===== config.mk =====
export PLATFORM = sky130hd
export DESIGN_NAME = neuron_feeder_flat
export DESIGN_NICKNAME = d
export VERILOG_FILES = /design/src/rtl/neuron_feeder_if.sv /design/src/rtl/neuron_feeder.sv /design/src/flat_wrapper.sv
export SDC_FILE = /design/constraint.sdc
export NUM_CORES = 1
export LEC_CHECK = 0
export CORE_MARGIN = 2
export CORE_UTILIZATION = 25
export CTS_CLUSTER_DIAMETER = 80
export DETAILED_ROUTE_END_ITERATION = 6
export SYNTH_ARGS = -nofsm -noshare
export SYNTH_HDL_FRONTEND = slang
export SYNTH_SLANG_ARGS = --single-unit
export TNS_END_PERCENT = 5

===== constraint.sdc =====
create_clock -name clk -period 3.5 [get_ports clk]
set_input_delay 0.7 -clock clk [delete_from_list [all_inputs] [get_ports clk]]
set_output_delay 0.7 -clock clk [all_outputs]
set_load 0.02 [all_outputs]

===== src/rtl/neuron_feeder_if.sv =====
// Neuron feeder bus: command, weight memory,
// activation stream, neuron drive and result port.
interface neuron_feeder_if #(
  parameter int BITWIDTH = 16,
  parameter int MAX_LEN  = 1024
);
  localparam int BW = BITWIDTH + 2 - 1;
  localparam int AW = $clog2(MAX_LEN);
  localparam int LW = $clog2(MAX_LEN + 1);

  logic          start;
  logic [LW-1:0] start_len;
  logic [AW-1:0] start_base;
  logic          busy;
  logic          w_ren;
  logic [AW-1:0] w_addr;
  logic [BW:0]   w_rdata;
  logic          in_valid;
  logic          in_ready;
  logic [BW:0]   in_data;
  logic          n_clear;
  logic          n_en;
  logic [BW:0]   n_weight;
  logic [BW:0]   n_data;
  logic [BW:0]   n_accum;
  logic          out_valid;
  logic          out_ready;
  logic [BW:0]   out_data;

  modport master (
    input  start, start_len, start_base,
    input  w_rdata, in_valid, in_data,
    input  n_accum, out_ready,
    output busy, w_ren, w_addr, in_ready,
    output n_clear, n_en, n_weight, n_data,
    output out_valid, out_data
  );

  modport slave (
    output start, start_len, start_base,
    output w_rdata, in_valid, in_data,
    output n_accum, out_ready,
    input  busy, w_ren, w_addr, in_ready,
    input  n_clear, n_en, n_weight, n_data,
    input  out_valid, out_data
  );
endinterface


===== src/rtl/neuron_feeder.sv =====
// Neuron feeder: clears the neuron, pairs prefetched
// weights with stream words, captures the dot product.
module neuron_feeder #(
  parameter int BITWIDTH = 16,
  parameter int MAX_LEN  = 1024
) (
  input logic            clk,
  input logic            rst,
  neuron_feeder_if.master bus
);
  localparam int BW = BITWIDTH + 2 - 1;
  localparam int AW = $clog2(MAX_LEN);
  localparam int LW = $clog2(MAX_LEN + 1);

  typedef enum logic [2:0] {
    IDLE, CLEAR, RUN, DRAIN, DONE
  } state_t;

  state_t              state_q, state_d;
  logic [LW-1:0]       len_q, len_d;
  logic [LW-1:0]       iss_q, iss_d;
  logic [LW-1:0]       hs_q, hs_d;
  logic [AW-1:0]       base_q, base_d;
  logic                rvalid_q, rvalid_d;
  logic [1:0][BW:0]    fifo_q, fifo_d;
  logic                rd_ptr_q, rd_ptr_d;
  logic                wr_ptr_q, wr_ptr_d;
  logic [1:0]          cnt_q, cnt_d;
  logic                drain_q, drain_d;
  logic                n_clear_q, n_clear_d;
  logic                n_en_q, n_en_d;
  logic [BW:0]         n_weight_q, n_weight_d;
  logic [BW:0]         n_data_q, n_data_d;
  logic [BW:0]         out_data_q, out_data_d;

  logic                in_rdy;
  logic                pop;
  logic                push;
  logic                issue;
  logic [2:0]          occ;

  // Next-state, prefetch FIFO and neuron drive
  always_comb begin
    state_d    = state_q;
    len_d      = len_q;
    iss_d      = iss_q;
    hs_d       = hs_q;
    base_d     = base_q;
    fifo_d     = fifo_q;
    rd_ptr_d   = rd_ptr_q;
    wr_ptr_d   = wr_ptr_q;
    n_clear_d  = 1'b0;
    n_en_d     = 1'b0;
    n_weight_d = n_weight_q;
    n_data_d   = n_data_q;
    out_data_d = out_data_q;
    drain_d    = 1'b0;

    in_rdy = (state_q == RUN) && (cnt_q != 2'd0);
    pop    = in_rdy && bus.in_valid;
    push   = rvalid_q;
    occ    = 3'(cnt_q) + 3'(rvalid_q) - 3'(pop);
    issue  = ((state_q == CLEAR) || (state_q == RUN))
          && (iss_q != len_q)
          && (occ < 3'd2);
    rvalid_d = issue;
    cnt_d    = cnt_q + 2'(push) - 2'(pop);

    if (issue) iss_d = iss_q + 1'b1;

    if (push) begin
      fifo_d[wr_ptr_q] = bus.w_rdata;
      wr_ptr_d         = ~wr_ptr_q;
    end

    if (pop) begin
      rd_ptr_d   = ~rd_ptr_q;
      n_en_d     = 1'b1;
      n_weight_d = fifo_q[rd_ptr_q];
      n_data_d   = bus.in_data;
      hs_d       = hs_q + 1'b1;
    end

    unique case (state_q)
      IDLE: begin
        if (bus.start) begin
          state_d   = CLEAR;
          len_d     = bus.start_len;
          base_d    = bus.start_base;
          iss_d     = '0;
          hs_d      = '0;
          n_clear_d = 1'b1;
        end
      end
      CLEAR: begin
        state_d = (len_q == '0) ? DRAIN : RUN;
      end
      RUN: begin
        if (pop && ((hs_q + 1'b1) == len_q))
          state_d = DRAIN;
      end
      DRAIN: begin
        drain_d = ~drain_q;
        if (drain_q) begin
          out_data_d = bus.n_accum;
          state_d    = DONE;
        end
      end
      DONE: begin
        if (bus.out_ready) state_d = IDLE;
      end
      default: state_d = IDLE;
    endcase
  end

  // State and datapath registers
  always_ff @(posedge clk) begin
    if (rst) begin
      state_q    <= IDLE;
      len_q      <= '0;
      iss_q      <= '0;
      hs_q       <= '0;
      base_q     <= '0;
      rvalid_q   <= 1'b0;
      fifo_q     <= '0;
      rd_ptr_q   <= 1'b0;
      wr_ptr_q   <= 1'b0;
      cnt_q      <= 2'd0;
      drain_q    <= 1'b0;
      n_clear_q  <= 1'b0;
      n_en_q     <= 1'b0;
      n_weight_q <= '0;
      n_data_q   <= '0;
      out_data_q <= '0;
    end else begin
      state_q    <= state_d;
      len_q      <= len_d;
      iss_q      <= iss_d;
      hs_q       <= hs_d;
      base_q     <= base_d;
      rvalid_q   <= rvalid_d;
      fifo_q     <= fifo_d;
      rd_ptr_q   <= rd_ptr_d;
      wr_ptr_q   <= wr_ptr_d;
      cnt_q      <= cnt_d;
      drain_q    <= drain_d;
      n_clear_q  <= n_clear_d;
      n_en_q     <= n_en_d;
      n_weight_q <= n_weight_d;
      n_data_q   <= n_data_d;
      out_data_q <= out_data_d;
    end
  end

  assign bus.busy      = (state_q != IDLE);
  assign bus.w_ren     = issue;
  assign bus.w_addr    = base_q + AW'(iss_q);
  assign bus.in_ready  = in_rdy;
  assign bus.n_clear   = n_clear_q;
  assign bus.n_en      = n_en_q;
  assign bus.n_weight  = n_weight_q;
  assign bus.n_data    = n_data_q;
  assign bus.out_valid = (state_q == DONE);
  assign bus.out_data  = out_data_q;
endmodule

===== src/flat_wrapper.sv =====
// flat-port wrapper written by rule: the top's interface ports become plain ports
module neuron_feeder_flat 
#(
  parameter int BITWIDTH = 16,
  parameter int MAX_LEN  = 1024
)
  (clk, rst, bus_start, bus_start_len, bus_start_base, bus_w_rdata, bus_in_valid, bus_in_data, bus_n_accum, bus_out_ready, bus_busy, bus_w_ren, bus_w_addr, bus_in_ready, bus_n_clear, bus_n_en, bus_n_weight, bus_n_data, bus_out_valid, bus_out_data);
  neuron_feeder_if #(.BITWIDTH(BITWIDTH), .MAX_LEN(MAX_LEN)) bus_i ();
  input logic clk;
  input logic rst;
  input wire logic [$bits(bus_i.start)-1:0] bus_start;
  input wire logic [$bits(bus_i.start_len)-1:0] bus_start_len;
  input wire logic [$bits(bus_i.start_base)-1:0] bus_start_base;
  input wire logic [$bits(bus_i.w_rdata)-1:0] bus_w_rdata;
  input wire logic [$bits(bus_i.in_valid)-1:0] bus_in_valid;
  input wire logic [$bits(bus_i.in_data)-1:0] bus_in_data;
  input wire logic [$bits(bus_i.n_accum)-1:0] bus_n_accum;
  input wire logic [$bits(bus_i.out_ready)-1:0] bus_out_ready;
  output wire logic [$bits(bus_i.busy)-1:0] bus_busy;
  output wire logic [$bits(bus_i.w_ren)-1:0] bus_w_ren;
  output wire logic [$bits(bus_i.w_addr)-1:0] bus_w_addr;
  output wire logic [$bits(bus_i.in_ready)-1:0] bus_in_ready;
  output wire logic [$bits(bus_i.n_clear)-1:0] bus_n_clear;
  output wire logic [$bits(bus_i.n_en)-1:0] bus_n_en;
  output wire logic [$bits(bus_i.n_weight)-1:0] bus_n_weight;
  output wire logic [$bits(bus_i.n_data)-1:0] bus_n_data;
  output wire logic [$bits(bus_i.out_valid)-1:0] bus_out_valid;
  output wire logic [$bits(bus_i.out_data)-1:0] bus_out_data;
  assign bus_i.start = bus_start;
  assign bus_i.start_len = bus_start_len;
  assign bus_i.start_base = bus_start_base;
  assign bus_i.w_rdata = bus_w_rdata;
  assign bus_i.in_valid = bus_in_valid;
  assign bus_i.in_data = bus_in_data;
  assign bus_i.n_accum = bus_n_accum;
  assign bus_i.out_ready = bus_out_ready;
  assign bus_busy = bus_i.busy;
  assign bus_w_ren = bus_i.w_ren;
  assign bus_w_addr = bus_i.w_addr;
  assign bus_in_ready = bus_i.in_ready;
  assign bus_n_clear = bus_i.n_clear;
  assign bus_n_en = bus_i.n_en;
  assign bus_n_weight = bus_i.n_weight;
  assign bus_n_data = bus_i.n_data;
  assign bus_out_valid = bus_i.out_valid;
  assign bus_out_data = bus_i.out_data;
  neuron_feeder #(.BITWIDTH(BITWIDTH), .MAX_LEN(MAX_LEN)) u_core (.clk(clk), .rst(rst), .bus(bus_i));
endmodule

## Word level (Yosys, flattened, before mapping)

Cells that the tools add are included.

- Register bits: 144
- Output and inout port bits: 70
- Word-level logic and storage cells: 78

- $lt $le $gt $ge: 4
- Reductions and logical operators: 16
- Equal/unequal tests: 10
- Bitwise operators: 5
- Multiplexer cells: 19
- Add/subtract/negate cells: 7

Operators with widths:

| cell | number |
|---|---|
| 2-to-1 mux 11 bit | 6 |
| 2-to-1 mux 18 bit | 3 |
| bitwise mux 36 bit | 1 |
| adder 11 x 1 -> 11 bit, second input constant | 2 |
| demux 18 bit (select 1 bit) | 1 |
| case mux 3 bit (5 select lines) | 1 |
| 2-to-1 mux 3 bit | 4 |
| == test 11 bit | 1 |
| zero test 11 bit | 1 |
| != test 11 bit | 1 |
| adder 10 bit | 1 |
| == test 3 x 2 -> 1 bit, second input constant | 2 |
| logical AND 1 bit | 6 |
| != test 2 bit, second input constant | 3 |
| inverter 1 bit | 5 |
| < comparator 1 x 2 -> 1 bit, second input constant | 2 |
| AND reduction 2 bit | 2 |
| AND reduction 4 bit | 1 |
| OR reduction 2 bit | 2 |
| adder 2 x 1 -> 3 bit | 1 |
| == test 3 x 1 -> 1 bit, second input constant | 1 |
| == test 3 bit, second input constant | 1 |
| zero test 3 bit | 1 |
| < comparator 3 x 2 -> 1 bit, second input constant | 1 |
| other kinds (9) | 11 |

## Longest topological paths before layout

- Depth in word-level cells: 9
- Depth in mapped cells: 16
- Mapped depth without buffers: 13

## Worst setup path after synthesis

OpenSTA, ideal clock, no wires.

- Path type: register -> output
- From: register u_core.state_q[2]
- To: output port bus_w_ren
- Stages on the path, launching flop included: 13
- Path buffers: 3
- Slack: -0.595 ns
- Arrival: 3.395 ns
- Data required time: 2.800 ns
- Cells stage by stage: dfxtp_1 > buf_2 > a2111oi_4 > nand2_1 > inv_2 > buf_1 > ha_1 > inv_1 > ha_1 > fa_1 > or4_4 > buf_6 > nor2_4

- Cells in the longest elaborated chain, start to end: 6

RTL lines:

| what | RTL line | text |
|---|---|---|
| start, declared | neuron_feeder.sv:19 | `state_t state_q, state_d;` |
| start signal, assigned | neuron_feeder.sv:136 | `state_q <= state_d;` |
| == test 3 x 2 -> 1 bit | neuron_feeder.sv:59 | `in_rdy = (state_q == RUN) && (cnt_q != 2'd0);` |
| logical AND 1 bit | neuron_feeder.sv:59 |  |
| via bus_in_ready | flat_wrapper.sv:22 | `output wire logic [$bits(bus_i.in_ready)-1:0] bus_in_ready;` |
| logical AND 1 bit | neuron_feeder.sv:60 | `pop = in_rdy && bus.in_valid;` |
| subtractor 3 x 1 -> 3 bit | neuron_feeder.sv:62 | `occ = 3'(cnt_q) + 3'(rvalid_q) - 3'(pop);` |
| < comparator 3 x 2 -> 1 bit | neuron_feeder.sv:65 | `&& (occ < 3'd2);` |
| logical AND 1 bit | neuron_feeder.sv:65 |  |
| end, declared | flat_wrapper.sv:20 | `output wire logic [$bits(bus_i.w_ren)-1:0] bus_w_ren;` |

The timed path passes the listed nets, and every way through them passes these cells.

## Worst setup path after layout

- From: input port bus_in_valid
- To: output port bus_w_ren

- Cells in the longest elaborated chain, start to end: 4

RTL lines:

| what | RTL line | text |
|---|---|---|
| start, declared | flat_wrapper.sv:15 | `input wire logic [$bits(bus_i.in_valid)-1:0] bus_in_valid;` |
| logical AND 1 bit | neuron_feeder.sv:60 |  |
| subtractor 3 x 1 -> 3 bit | neuron_feeder.sv:62 |  |
| < comparator 3 x 2 -> 1 bit | neuron_feeder.sv:65 |  |
| logical AND 1 bit | neuron_feeder.sv:65 |  |

Every way passes these cells.

==> flow_summary_export.csv <==
group,metric,value,unit
power_and_ir_drop,swShare,0.275,
yosys,synth-seq-area-share,0.461,
grt,grt_usage,0.132,
yosys,synth_edf_count,0,
die,rows,57,
grt,grt_pass1_vias,5265,
placement,port_buffers,149,
clock_network,hold_buffers,0,
yosys,ys_warn_count,0,
detailed_routing,drt_iter0_drc,213,
power_and_ir_drop,seqPwrFrac,0.429,
yosys,synth-seq-cells,144,
worst_setup_path,worstSetupPathType,"primary input to output port",
worst_setup_path,reg2reg_from,"u_core.cnt_q[0]$_SDFF_PP0_",
yosys,synthAdderAreaFrac,0.0324,
clock_network,cts_buffer_depth,2,
final_layout,syn2layout_area_growth,39.7,%
yosys,synth_top_family_by_area,"simple AND/OR/NAND/NOR gates",
worst_setup_path,critPathLaunchType,"primary input",
detailed_routing,first_pass_iters,5,
sta,worst_pin_slew,1140,ps
yosys,syn_area_per_cell,8.17,sq um
worst_setup_path,worst_r2r_path_depth,14,
sta,min_period,3670,ps
placement,gp_congestion,0.788,
yosys,synth_cell_type_count,50,
worst_setup_path,critical_path_depth,11,
final_layout,drive_above_1_share,0.0895,
sta,setup_viol,1,
sta,skew,14.5,ps
detailed_routing,drc,0,
grt,antenna_found_initial,0,
die,initial_core_util,0.256,
worst_setup_path,cp.required,2800,ps
sta,max_freq,273,MHz
grt,use_met2,0.215,
final_layout,nets,1009,
detailed_routing,vias_per_cell,4.41,
grt,grt_max_degree,72,
outcome,outcome,"finished with violations",
min_path,hold_depth,2,
sta,period_share,1.05,
min_path,min_from,"u_core.bus.n_data[12]$_SDFFE_PP0N_",
yosys,async_flop_share,0,
worst_setup_path,cpMostUsedCell,"ha_4",
yosys,syn_area,0.00625,sq mm
flow_run,max_cap_violations,0,
min_path,min-delay-path-class,"flop to flop",
outcome,violations,"negative setup slack",
detailed_routing,wirelength,17100,um
grt,grt_overflow,0,
die,core,0.0245,sq mm
die,dieArea,0.0263,sq mm
sta,maxSlewViolCount,0,
grt,use_met1,0.167,
sta,rsz0062_at_grt,"yes",
worst_setup_path,path_cells,"clkdlybuf4s50_1, nand2_2, inv_4, ha_4, inv_2, ha_4, fa_2, xnor2_1, or4_4, nor2_4, buf_6",
yosys,synth_ff_type,"dfxtp_1",
yosys,synth_compound_area_frac,0.137,
die,die_y,162,um
clock_network,root_buffer,"clkbuf_16",
grt,grt_use_met3,0.0439,
power_and_ir_drop,total_power,0.00413,W
final_layout,layout_common_cells,"nand2_1 (206), clkdlybuf4s50_1 (143), dfxtp_1 (142)",
clock_network,clk_pin_slew,60,ps
die,die_w,162,um
detailed_routing,detail_route.wl_per_cell,13.7,um
power_and_ir_drop,power.density,472,mW/mm^2
yosys,synthMuxAreaShare,0.0304,
die,ioPinCount,150,
clock_network,htreeDepth,4,
sta,setup_ws,-169,ps
clock_network,cts_sinks,144,
grt,grt.busiest_layer,"met2",
clock_network,numCtsBuffers,17,
final_layout,n_antenna_cell,0,
worst_setup_path,worstPathArrival,2970,ps
yosys,synth_xor_area_frac,0.0756,
detailed_routing,ant_nets,0,
power_and_ir_drop,switching_power,0.00113,W
worst_setup_path,crit_path_max_fanout,2,
placement,dp_hpwl,11600,um
worst_setup_path,endpoint_kind,"output port",
worst_setup_path,crit_path_start,"bus_in_valid",
worst_setup_path,crit_slowest_cell,"or4_4",
yosys,synth-simple-area-share,0.221,
worst_setup_path,critical_path_buf_inv_count,4,
power_and_ir_drop,p_clk_frac,0.421,
yosys,syn_inst,765,
power_and_ir_drop,leakagePower,2.98,nW
power_and_ir_drop,ir_drop,215,uV
grt,grt_first_pass_wirelength,27500,um
power_and_ir_drop,power_frac_comb,0.150,
clock_network,cts_tree,"done",
sta,holdWs,453,ps
sta,relSlewSlack,0.238,
yosys,synth.net_count,860,
worst_setup_path,cp_slowest_stage_delay,580,ps
worst_setup_path,path_delay_family,"simple AND/OR/NAND/NOR gates",
clock_network,clkLatencyLatePin,420,ps
sta,finalHoldViolCount,0,
final_layout,layout_commonest_cell,"nand2_1",
power_and_ir_drop,internal-power,0.00299,W
detailed_routing,vias,5517,
-- kinds of logic (layout without fill, tap and decap cells) --
| family | Yosys count | in the layout |
|---|---|---|
| adders and majority gates | 15 | 15 |
| xor gates and xnor gates | 54 | 54 |
| and+or+nand+nor | 323 | 323 |
| buffers and inverters | 63 | 225 |
| muxes | 19 | 19 |
| AOI/OAI and AO/OA | 147 | 147 |
| DFF | 144 | 144 |
-- layout make-up --
| cell class | count | area (sq um) |
|---|---|---|
| Inverter | 17 | 66.3 |
| Multi-Input combinational cell | 558 | 3140 |
| Sequential cell | 144 | 2890 |
| Clock buffer | 17 | 425 |
| Timing Repair Buffer | 176 | 1680 |
| Fill cell | 2568 | 15700 |
| Clock inverter | 15 | 135 |
| Tap cell | 324 | 405 |
-- synthesized netlist by cell type (all sizes together) (2+ instances only) --
library cell / count / area [sq um]
a211oi: 22 / 165
a21oi: 104 / 521
a31o: 2 / 17.5
a31oi: 2 / 12.5
and2: 2 / 12.5
and3: 4 / 25.0
buf: 14 / 80.1
clkbuf: 32 / 120
dfxtp: 144 / 2880
fa: 2 / 40.0
ha: 13 / 163
inv: 17 / 63.8
mux2i: 19 / 190
nand2: 207 / 777
nand2b: 3 / 18.8
nand3: 12 / 60.1
nand4: 5 / 31.3
nor2: 54 / 210
nor2b: 6 / 37.5
nor3: 12 / 65.1
nor4: 8 / 71.3
o21ai: 7 / 35.0
or2: 3 / 18.8
or3: 2 / 12.5
or4: 2 / 18.8
xnor2: 40 / 350
xor2: 14 / 123
-- per-stage QoR --
step                cells  setup TNS [ps]   util  area [sq um]  worst slack, ps
finish               1251            -169  0.357          8730             -169
global route         1251            -286  0.357          8730             -286
CTS                  1251            -207  0.357          8740             -207
detailed placement   1217           -1120  0.334          8160             -681
global placement     1217            -956  0.334          8160             -660
floorplan             765            -236      -          6290             -236
-- worst paths after layout --
path | end | slack [ps]
setup / recovery | bus_w_ren | -170
hold / removal | u_core.bus.n_data[12]$_SDFFE_PP0N_ | 450
setup reg to reg | u_core.iss_q[8]$_SDFF_PP0_ | 340
hold reg to reg | u_core.bus.n_data[12]$_SDFFE_PP0N_ | 450
-- state kept, by name (all words and copies together), names as in the netlist --
register             count
u_core.fifo_q           36
u_core.bus.n_data       18
u_core.bus.n_weight     18
u_core.bus.out_data     18
u_core.hs_q             11
u_core.iss_q            11
u_core.len_q            11
u_core.base_q           10
u_core.state_q           3
u_core.cnt_q             2
u_core.bus.n_clear       1
u_core.bus.n_en          1
u_core.drain_q           1
u_core.push              1
u_core.rd_ptr_q          1
u_core.wr_ptr_q          1
-- layer usage --
layer	routed length, um	up-vias
met5	0	-
met2	8230	104
li1	-	2847
met4	125	0
met1	7990	2556
met3	748	10
-- what timing repair did --
action / in CTS / in global routing
pin swaps: 5 / 3
resized for setup: 14 / 5
cloned: 0 / 0
setup endpoints to repair: 5 / 3
setup buffers: 2 / 0
-- power groups by stage --
stage | combinational (W) | sequential [W] | clock (W)
floorplan | 0.000355 | 0.00180 | 0
global placement | 0.000621 | 0.00180 | 0
detailed placement | 0.000626 | 0.00180 | 0
CTS | 0.000632 | 0.00177 | 0.00181
global route | 0.000683 | 0.00178 | 0.00188
finish | 0.000621 | 0.00177 | 0.00174
-- worst min-delay path, stage by stage, from the launching register on --
cell     delay, ps
dfxtp_1        310
nand2_1         50
a21oi_1         50
No activity file was read; power rests on OpenSTA's default activity.
==> variant (same settings) <==
`BITWIDTH` is set to 16 in 3 places; all go to 18.
--- a/src/rtl/neuron_feeder_if.sv
+++ b/src/rtl/neuron_feeder_if.sv
@@ -1,7 +1,7 @@
 // Neuron feeder bus: command, weight memory,
 // activation stream, neuron drive and result port.
 interface neuron_feeder_if #(
-  parameter int BITWIDTH = 16,
+  parameter int BITWIDTH = 18,
   parameter int MAX_LEN  = 1024
 );
   localparam int BW = BITWIDTH + 2 - 1;
--- a/src/rtl/neuron_feeder.sv
+++ b/src/rtl/neuron_feeder.sv
@@ -1,7 +1,7 @@
 // Neuron feeder: clears the neuron, pairs prefetched
 // weights with stream words, captures the dot product.
 module neuron_feeder #(
-  parameter int BITWIDTH = 16,
+  parameter int BITWIDTH = 18,
   parameter int MAX_LEN  = 1024
 ) (
   input logic            clk,
--- a/src/flat_wrapper.sv
+++ b/src/flat_wrapper.sv
@@ -1,7 +1,7 @@
 // flat-port wrapper written by rule: the top's interface ports become plain ports
 module neuron_feeder_flat 
 #(
-  parameter int BITWIDTH = 16,
+  parameter int BITWIDTH = 18,
   parameter int MAX_LEN  = 1024
 )
   (clk, rst, bus_start, bus_start_len, bus_start_base, bus_w_rdata, bus_in_valid, bus_in_data, bus_n_accum, bus_out_ready, bus_busy, bus_w_ren, bus_w_addr, bus_in_ready, bus_n_clear, bus_n_en, bus_n_weight, bus_n_data, bus_out_valid, bus_out_data);
Interface: changed (6 resized); port bits go from 150 to 162. The function was not compared with the original's and may differ.
==> variant against the unedited design <==
Utilization fell by 0.69 points; highest routed layer is now met5; critical path depth fell by 1; wire length rose by 7.1%; combinational power rose by 5.5%; clock power rose by 7%; area after synthesis rose by 7.5%; sequential cell count rose by 10; register-to-register slack improved by 0.14 ns; setup slack improved by 0.17 ns; final area rose by 6.8%; total power rose by 6.9%; sequential share of layout area barely moved; clock skew fell by 0.0014 ns.
==> variant: results (changes against the unedited design) <==
AVGROUTEDWIREPERCELL_UM=13.8  # was 13.7 µm
PORT_BUFFERS=161  # was 149
SYNTH-MAIN-FF-CELL='dfxtp_1'  # unchanged
SYNTH_WARN=0  # unchanged
SYN-NUM-NETS=927  # was 860
POST_SYNTH_NUM_CELL_TYPES=52  # was 50
CLK_PIN_SLEW_WORST_PATHS_NS=0.06  # about the same
REGISTER_WITH_THE_MOST_FLIP_FLOPS='u_core.fifo_q'  # unchanged
ROOT_BUFFER='clkbuf_16'  # unchanged
GRT_PASS1_WL_UM=29200  # was 27500 µm
FINALWEIGHTEDCONGESTION=0.799  # was 0.788
SYNTH-ASYNC-RESET-RATIO_PCT=0  # unchanged
SYNTH_COMMON_CELLS='nand2_1 (226), dfxtp_1 (154), a21oi_1 (112), nor2_1 (53), clkbuf_1 (45)'  # was nand2_1 (207), dfxtp_1 (144), a21oi_1 (104), nor2_1 (53), xnor2_1 (40)
GRT_START_MAX_NET_PINS=68  # was 72
GRTUSAGETOTAL_PCT=12.8  # was 13.2%
SYNTHTOPCELLSBYAREA='dfxtp_1 (46%), nand2_1 (13%), a21oi_1 (8.3%), xnor2_1 (5.0%), mux2i_1 (3.3%)'  # was dfxtp_1 (46%), nand2_1 (12%), a21oi_1 (8.3%), xnor2_1 (5.6%), nor2_1 (3.2%)
CTS_SETUP_BUFFERS=1  # was 2
TOTAL_LEAKAGE_POWER_uW=0.00313  # was 0.00298 µW
CTS_RESIZED=12  # was 14
PEAKVDDDROP_mV=0.222  # was 0.215 mV
GRT_PASS1_VIAS=5746  # was 5265
STATUS='completed'  # was finished with violations
FINAL.FILL_COUNT=2715  # was 2568
ANTENNA_VIOLATIONS_BEFORE_REPAIR=2  # was 0
CTSLONGESTPATHBUFFERS=2  # unchanged
TIGHTESTPINTRANSITION_NS=0.951  # was 1.14 ns
HPWLAFTERDP_UM=12500  # was 11600 µm
LARGEST_REG_FLOPS=40  # was 36
CP_MAX_FO=2  # unchanged
DETAILEDROUTE.FIRSTPASSITERATIONCOUNT=4  # was 5
DRT_FIRST_ITER_VIOLATIONS=231  # was 213
NETS_FINAL=1074  # was 1009
WORST-ENDPOINT-ARRIVAL_NS=2.80  # was 2.97 ns
NUMCTSBUFFERS=17  # unchanged
LAYOUT_CELLS_SIZED_ABOVE_1_PCT=7.83  # was 8.95%
SKEW_NS=0.0132  # was 0.0145 ns
PLACE_WS_NS=-0.847  # was -0.681 ns
YS_SEQ_AREA_SHARE_PCT=45.9  # was 46.1%
CLK-INSERTION-DELAY-LATE_NS=0.41
HOLD_PATH_CLASS='reg -> reg'  # unchanged
CTS_HTREE_LEVELS=4  # unchanged
DETAILROUTE.VIA_COUNT=5934  # was 5517
## variant: cell types whose count changed after synthesis, sizes merged, moves of 3 or more
cell | unedited run | this run
dfxtp | 144 | 154
and2 | 2 | 6
o21ai | 7 | 13
a21oi | 104 | 112
or3 | 2 | 5
clkbuf | 32 | 45
nor3 | 12 | 9
nand2 | 207 | 226
xor2 | 14 | 9
mux2i | 19 | 22
## variant: per-layer routing
metal  up-vias  track usage (%)  part of all wire [%]  routed length (µm)
li1       3061                -                     -                   -
met5         -                0                 0.066                  12
met1      2747             15.3                    45                8190
met3        22             3.53                   4.4                 804
met2       102             22.7                    49                8970
met4         2             3.67                   1.7                 313
## variant: path summary, 6_finish.rpt
| check | from | endpoint | slack (ns) | cells past startpoint |
|---|---|---|---|---|
| worst max-delay path | bus_in_valid | bus_w_ren | 0.0003 | 10 |
| worst min-delay path | u_core.bus.out_data[11]$_SDFFE_PP0P_ | u_core.bus.out_data[11]$_SDFFE_PP0P_ | 0.45 | 2 |
| worst max register to register | u_core.cnt_q[1]$_SDFF_PP0_ | u_core.iss_q[6]$_SDFF_PP0_ | 0.48 | 12 |
| worst min register to register | u_core.bus.out_data[11]$_SDFFE_PP0P_ | u_core.bus.out_data[11]$_SDFFE_PP0P_ | 0.45 | 2 |
## variant: through the flow
step	TNS [ns]	instances	area, µm²
global route	-0.0751	1326	9330
detailed placement	-2.34	1293	8730
floorplan	-0.142	826	6780
CTS	-0.137	1324	9320
global placement	-2.12	1293	8730
finish	0	1326	9330
## variant: cell type report
| class | instances | area (µm²) | area share (%) |
|---|---|---|---|
| timing repair buffer | 185 | 1770 | 19.0 |
| antenna | 1 | 2.50 | 0.0268 |
| tap | 341 | 427 | 4.57 |
| inverter | 16 | 61.3 | 0.657 |
| sequential | 154 | 3080 | 33.0 |
| clock buffer | 19 | 443 | 4.75 |
| multi-input combinational | 599 | 3390 | 36.4 |
| clock inverter | 11 | 148 | 1.58 |
## variant: critical path, cell delays in order
cell and delay [ns]:
clkdlybuf4s15_1 0.19, o2111ai_4 0.08, clkinv_2 0.11, ha_4 0.27, inv_2 0.04, ha_4 0.14, fa_2 0.42, or4_4 0.55
nor2_4 0.15, buf_6 0.14
## variant: logic make-up after synthesis
logic type / after synthesis / share of synthesized area (%)
AO/OA/AOI/OAI: 165 / 14.2
XOR/XNOR: 47 / 6.13
adder cells (fa/ha/maj): 15 / 3.02
buffers and inverters: 73 / 4.49
flip-flops: 154 / 45.9
multiplexers: 22 / 3.28
AND/OR/NAND/NOR: 350 / 23.0
## variant: where the power goes
group	switching [µW]	internal [µW]	total [µW]
clock	738	1130	1870
sequential	58.4	1830	1890
combinational	348	307	655
